### src/rtl/dsp_dot_sequencer.sv
// Upstream sequencer for a DSP48A1 slice that accumulates a dot product.
// It accepts operand pairs over valid/ready and drives the slice A, B and
// OPMODE inputs. After the last pair it waits for the slice pipeline to
// drain, then captures P and CARRYOUT and holds them on a valid/ready output.
//
// state | meaning
// ------+---------------------------------------------------------------
// IDLE  | waiting for the first pair of a vector
// ACCUM | mid-vector, accepting further pairs (bubbles allowed)
// DRAIN | last pair taken, counting down the slice pipeline latency
// HOLD  | result captured, out_valid high until the consumer takes it
module dsp_dot_sequencer #(
    parameter int DW      = 18,
    parameter int PW      = 48,
    parameter int LEN_W   = 8,
    parameter int OP_SKEW = 1,
    parameter int RES_LAT = 3
) (
    input  logic             clk,
    input  logic             rst,
    input  logic             in_valid,
    output logic             in_ready,
    input  logic [DW-1:0]    in_a,
    input  logic [DW-1:0]    in_b,
    input  logic             in_last,
    output logic             out_valid,
    input  logic             out_ready,
    output logic [PW-1:0]    out_data,
    output logic             out_carry,
    output logic [LEN_W-1:0] out_len,
    output logic [DW-1:0]    dsp_a,
    output logic [DW-1:0]    dsp_b,
    output logic [7:0]       dsp_opmode,
    input  logic [PW-1:0]    dsp_p,
    input  logic             dsp_carryout,
    output logic             busy
);

    typedef enum logic [1:0] {
        S_IDLE  = 2'd0,
        S_ACCUM = 2'd1,
        S_DRAIN = 2'd2,
        S_HOLD  = 2'd3
    } state_t;

    // X=M, Z=0 starts a fresh sum; X=M, Z=P keeps adding onto P.
    localparam logic [7:0] OPM_FIRST = 8'h01;
    localparam logic [7:0] OPM_ACC   = 8'h09;

    localparam int CNT_W = (RES_LAT < 2) ? 1 : $clog2(RES_LAT + 1);
    localparam logic [CNT_W-1:0] DRAIN_LOAD = CNT_W'(RES_LAT);

    state_t           state;
    state_t           state_nxt;
    logic             accept;
    logic             first_accept;
    logic             capture;
    logic [CNT_W-1:0] drain_cnt;
    logic [LEN_W-1:0] len_cnt;
    logic [7:0]       opm_pipe [0:OP_SKEW];

    assign accept       = in_valid & in_ready;
    assign first_accept = accept & (state == S_IDLE);
    assign capture      = (state == S_DRAIN) && (drain_cnt == '0);
    assign busy         = (state != S_IDLE);
    assign dsp_opmode   = opm_pipe[OP_SKEW];

    // State register
    always_ff @(posedge clk) begin
        if (rst) state <= S_IDLE;
        else     state <= state_nxt;
    end

    // Next state; in_ready and out_valid depend on state only
    always_comb begin
        state_nxt = state;
        in_ready  = 1'b0;
        out_valid = 1'b0;
        case (state)
            S_IDLE, S_ACCUM: begin
                in_ready = 1'b1;
                if (in_valid) state_nxt = in_last ? S_DRAIN : S_ACCUM;
            end
            S_DRAIN: begin
                if (drain_cnt == '0) state_nxt = S_HOLD;
            end
            S_HOLD: begin
                out_valid = 1'b1;
                if (out_ready) state_nxt = S_IDLE;
            end
            default: state_nxt = S_IDLE;
        endcase
    end

    // Operands reach the slice only on accepts; zero elsewhere so M=0 adds nothing
    always_ff @(posedge clk) begin
        if (rst) begin
            dsp_a <= '0;
            dsp_b <= '0;
        end else if (accept) begin
            dsp_a <= in_a;
            dsp_b <= in_b;
        end else begin
            dsp_a <= '0;
            dsp_b <= '0;
        end
    end

    // OPMODE code per sample, delayed to line up with the slice's M stage
    always_ff @(posedge clk) begin
        if (rst) begin
            for (int i = 0; i <= OP_SKEW; i++) opm_pipe[i] <= OPM_ACC;
        end else begin
            opm_pipe[0] <= first_accept ? OPM_FIRST : OPM_ACC;
            for (int i = 1; i <= OP_SKEW; i++) opm_pipe[i] <= opm_pipe[i-1];
        end
    end

    // Drain timer: loaded on the last accept, capture fires when it hits zero
    always_ff @(posedge clk) begin
        if (rst) begin
            drain_cnt <= '0;
        end else if (accept && in_last) begin
            drain_cnt <= DRAIN_LOAD;
        end else if ((state == S_DRAIN) && (drain_cnt != '0)) begin
            drain_cnt <= drain_cnt - 1'b1;
        end
    end

    // Pair counter for the vector in flight, saturating at all-ones
    always_ff @(posedge clk) begin
        if (rst) begin
            len_cnt <= '0;
        end else if (first_accept) begin
            len_cnt <= LEN_W'(1);
        end else if (accept && (len_cnt != '1)) begin
            len_cnt <= len_cnt + LEN_W'(1);
        end
    end

    // Result registers only change on capture, so they hold across vectors
    always_ff @(posedge clk) begin
        if (rst) begin
            out_data  <= '0;
            out_carry <= 1'b0;
            out_len   <= '0;
        end else if (capture) begin
            out_data  <= dsp_p;
            out_carry <= dsp_carryout;
            out_len   <= len_cnt;
        end
    end

endmodule
### config.mk
export PLATFORM = sky130hd
export DESIGN_NAME = dsp_dot_sequencer
export DESIGN_NICKNAME = d
export VERILOG_FILES = /design/src/rtl/dsp_dot_sequencer.sv
export SDC_FILE = /design/constraint.sdc
export NUM_CORES = 1
export LEC_CHECK = 0
export BUFFER_PORTS_ARGS = -buffer_cell sky130_fd_sc_hd__buf_2
export CAP_MARGIN = 15
export CORE_UTILIZATION = 44
export CTS_CLUSTER_DIAMETER = 100
export DETAILED_ROUTE_END_ITERATION = 6
export PLACE_DENSITY = 0.88
export SYNTH_ARGS = -nofsm -noshare
export SYNTH_HDL_FRONTEND = slang
export SYNTH_SLANG_ARGS = --single-unit
### constraint.sdc
create_clock -name clk -period 1.6 [get_ports clk]
set_input_delay 0.16 -clock clk [delete_from_list [all_inputs] [get_ports clk]]
set_output_delay 0.16 -clock clk [all_outputs]
set_load 0.005 [all_outputs]
# == After elaboration in Yosys (flattened, before gate mapping) ==
# Memories as Yosys holds them, arrays and structs flattened.
# Cells that the tools add are included.
# classes
n_addsub,2
n_eq_ne,7
mux,17
bitwise,5
n_reduce_logical,14
# ops
op,n
8-bit 2-to-1 mux,2
2-bit 2-to-1 mux,6
8-bit by 1-bit adder with 8-bit output (second input constant),1
8-bit != test (second input constant),1
2-bit nonzero test,4
1-bit 2-to-1 mux,7
2-bit one-hot mux with 3 select lines,1
2-bit OR reduction,3
2-bit equality test (second input constant),2
1-bit logical AND,4
2-bit zero test,2
4-bit 2-to-1 mux,1
2-bit != test (second input constant),2
3-bit AND reduction,1
1-bit AND,2
2-bit by 1-bit equality test with 1-bit output (second input constant),1
2-bit by 1-bit != test with 1-bit output (second input constant),1
1-bit OR,2
2-bit by 1-bit subtractor with 2-bit output (second input constant),1
1-bit inverter,1
# totals
ff_bits,105
ramBits,16
in_bits,90
output_inout_bits,104
wordCells,55
memories,1
# memory_table
memory,depth,width,rd,rd_ports_with_merged_regs,write_ports,line,text
opm_pipe,2,8,2,0,2,60,logic [7:0] opm_pipe [0:OP_SKEW];

# == Depth between registers and ports, before layout ==
# depth
ltp_word,7
mapped_depth,7
depth_no_buf,6

# == Worst setup path before layout ==
# No wires, ideal clock.
# synth_path
kind,reg2reg
from,register drain_cnt[0]
to,register out_data[16]
setup_time_ps,70
t_arrival_ps,1342
required_time_ps,1530
path_slack_ps,188
stages_incl_launch_ff,8
path_buffers,2
synth_period_minus_slack_ps,1412
path_cell_list,dfxtp_1 inv_1 ha_1 nand3b_1 buf_2 clkbuf_1 nand2_1 a21oi_1
# synth_via
elab_chain_cells,2
# synth_lines
element,line,text
from (decl),58,logic [CNT_W-1:0] drain_cnt;
from (signal assigned),126,drain_cnt <= drain_cnt - 1'b1;
2-bit zero test,64,assign capture = (state == S_DRAIN) && (drain_cnt == '0);
1-bit logical AND,64,
to (signal assigned),148,out_data <= dsp_p;
to (decl),28,"output logic [PW-1:0] out_data,"
# No other way between the ends.
# A chain may end at the register's enable or synchronous reset.

# == Worst setup path in the final report ==
# layout_path
from,register state[0]
to,output port out_valid
# layout_via
elab_chain_cells,2
# layout_lines
element,line,text
from (decl),53,state_t state;
from (signal assigned),71,else state <= state_nxt;
2-bit equality test,79,case (state)
1-bit 2-to-1 mux,79,
to (decl),26,"output logic out_valid,"
# No other way between the ends.

==> metrics.md <==
| Metric | Value |
|---|---|
| Synth Instances | 410 |
| Storage cell area | 2140 um^2 |
| Synth area leader | dfxtp_1 |
| Die W | 93.6 um |
| Crit-path cells | buf_4, and2_1, buf_2 |
| Crit path buffers/inverters | 2 |
| Most frequent cells in the layout | 186 x buf_2, 122 x nand2_1, 107 x dfxtp_1 |
| CP peak stage delay | 0.57 ns |
| Placement Rows | 33 |
| GPL Wtd Cong | 0.789 |
| Port bufs | 186 |
| Synthesized area | 3690 um^2 |
| Fin util | 0.638 |
| Nets@finish | 715 |
| PwrDens | 950 nW/um^2 |
| Final hold vios | 0 |
| Max-cap violations | 0 |
| Status | completed |
| Total gr overflow | 0 |
| CP startpoint kind | register |
| Wirelength, routed | 9240 um |
| Setup CP Type | register to primary output |
| Setup violations, final | 0 |
| Inst Count DP | 683 |
| LEAKAGE | 2.40 nW |
| CTS tree | done |
| Sequential area share after synthesis | 0.580 |
| Synth unique cells | 35 |
| Final Critical Period | 1.52 ns |
| CTS Buf Count | 9 |
| Prevailing post-synth register cell | dfxtp_1 |
| Final instance area | 5210 um^2 |
| Clk_lat worst skew | 0.36 ns |
| Relative slew margins | 0.631 |
| Clock Sinks | 107 |
| Async set-reset flop share out of synthesis | 0 |
| Critical path's slowest cell | dfxtp_1 |
| Depth of the worst register-to-register path | 5 |
| Hold Crit Depth | 2 |
| First-pass GRT wire length | 13900 um |
| ANT nets after route | 0 |
| Placed Area | 4680 um^2 |
| Crit path DAT | 1.36 ns |
| Synth top area share | 0.580 |
| Largest net degree at the start of global routing | 41 |
| Warnings from Yosys | 0 |
| Starting Density | 0.451 |
| Drt first pass iters | 4 |
| Layout cells sized above 1 | 0.354 |
| Slew Limit Fails | 0 |
| Worst Skew | 0.0127 ns |
| Top cells by area, synth | dfxtp_1 58%, nand2_1 12%, a21oi_1 8.7%, and2_1 6.3%, buf_4 2.2% |
| Critical path's top delay family | flip-flops |
| TNS Setup | 0 ns |
| Class of the most critical hold timing path | input pin to register |
| I/O Pins | 194 |
| Post-synthesis average cell area | 9.00 um^2 |
| Worst slew pin tran | 0.552 ns |
| Htree depth | 3 |
| EDFF count, synth | 0 |
| Crit share post-route | 0.951 |
| Clk pin slew, worst setup/hold paths | 0.11 ns |
| RSZ-0062 raised after global routing | no |
| Clk root buf | clkbuf_8 |
| Post-DR wirelength/cell | 12.6 um |
| Vias per inst | 4.72 |
| DP Wirelength | 6230 um |
| Initial antenna violation count | 0 |
| Area delta synth->final | 41.3% |
| Fmax | 657 MHz |
| DR vias | 3458 |
| Fill count | 673 |
| Vias in the first global route | 3190 |
| Die area | 8760 um^2 |
| Core Area | 8180 um^2 |
| Worst EP required | 1.44 ns |
| GRT Resource Usage Total | 0.203 |
| Die height | 93.6 um |
| Setup crit end kind | primary output |
| Crit path max fanout | 9 |
| Non-Filler Instances | 733 |
| CTS max path bufs | 2 |
| Multi-input combinational cell area | 1390 um^2 |
| Residual DRC count | 0 |
| Most common cell after layout, fill and taps aside | buf_2 |
| Stages on the worst setup path | 3 |
| DRT iter0 DRCs | 148 |
| Seq cells post-synth | 107 |
| ANT cells | 0 |
| Maximum VDD drop | 0.560 mV |
## per-layer routing
| layer | GRT usage | share of wire |
|---|---|---|
| met5 | 0 | 0 |
| met4 | 0.0923 | 0.020 |
| met3 | 0.0724 | 0.096 |
| met2 | 0.358 | 0.49 |
| met1 | 0.216 | 0.39 |
## cells by family after synthesis
kind of cell,count (synthesis),share of synthesized area
buf+inv,36,0.0532
compound gates,75,0.114
mux,1,0.00271
other cells,2,0.00203
simple gates,183,0.231
flops,107,0.580
xor+xnor,4,0.00949
fa+ha+maj,2,0.00678
## final timing paths
check / end / slack (ns) / startpoint
setup reg to reg: len_cnt[3]$_SDFFE_PP0P_ / 0.17 / len_cnt[0]$_SDFFE_PP0P_
hold / removal: dsp_b[10]$_SDFF_PP0_ / 0.01 / in_b[10]
hold reg to reg: opm_pipe[0][11]$_SDFF_PP1_ / 0.43 / opm_pipe[0][3]$_SDFF_PP1_
setup / recovery: out_valid / 0.08 / state[0]$_SDFFE_PP0P_
## state kept, by name, summed over array words and instances (netlist names)
signal	cells
opm_pipe	2
out_len	8
len_cnt	8
drain_cnt	2
out_data	48
state	2
dsp_b	18
out_carry	1
dsp_a	18
## worst reg2reg max path, stage by stage, from the launching register on
cell and delay [ns]:
dfxtp_1 0.36, ha_1 0.23, and3_1 0.23, a211oi_1 0.30, xnor2_1 0.16, nor2_1 0.05
## repair_timing
| action | 4_1_cts | 5_1_grt |
|---|---|---|
| gates resized for setup | 1 | 1 |
| setup buffers | 0 | 0 |
| endpoints found under the setup margin | 36 | 1 |
| endpoints found under the hold margin | 34 | 0 |
| hold buffers | 34 | 0 |
## synthesized netlist by cell type, drive strengths merged, types with 3 or more instances
master / count
inv: 3
nor2: 6
dfxtp: 107
xnor2: 4
a211oi: 5
and2: 37
nand3: 3
buf: 17
clkbuf: 16
a21oi: 64
nand2: 122
## power by group
group	switching (mW)	internal [mW]
Combinational	0.278	0.304
Clock	0.954	0.595
Sequential	0.0530	2.77
## stage by stage
step / worst slack [ns] / power [mW] / hold WS [ns]
final: 0.0777 / 4.95 / 0.0131
after CTS: 0.0823 / 5.00 / 0.00146
after floorplan: 0.188 / 3.14 / 0.282
after global routing: 0.00788 / 5.18 / 0.000815
after global placement: 0.0779 / 3.37 / 0.359
after detailed placement: -0.0158 / 3.39 / 0.361
## final cells by class
| type | instances | area share |
|---|---|---|
| Clock inverter | 7 | 0.0113 |
| Inverter | 3 | 0.00216 |
| Clock buffer | 9 | 0.0238 |
| Tap cell | 105 | 0.0252 |
| Timing Repair Buffer | 230 | 0.261 |
| Multi-Input combinational cell | 272 | 0.266 |
| Sequential cell | 107 | 0.411 |
(Power assumes the default switching activity.)
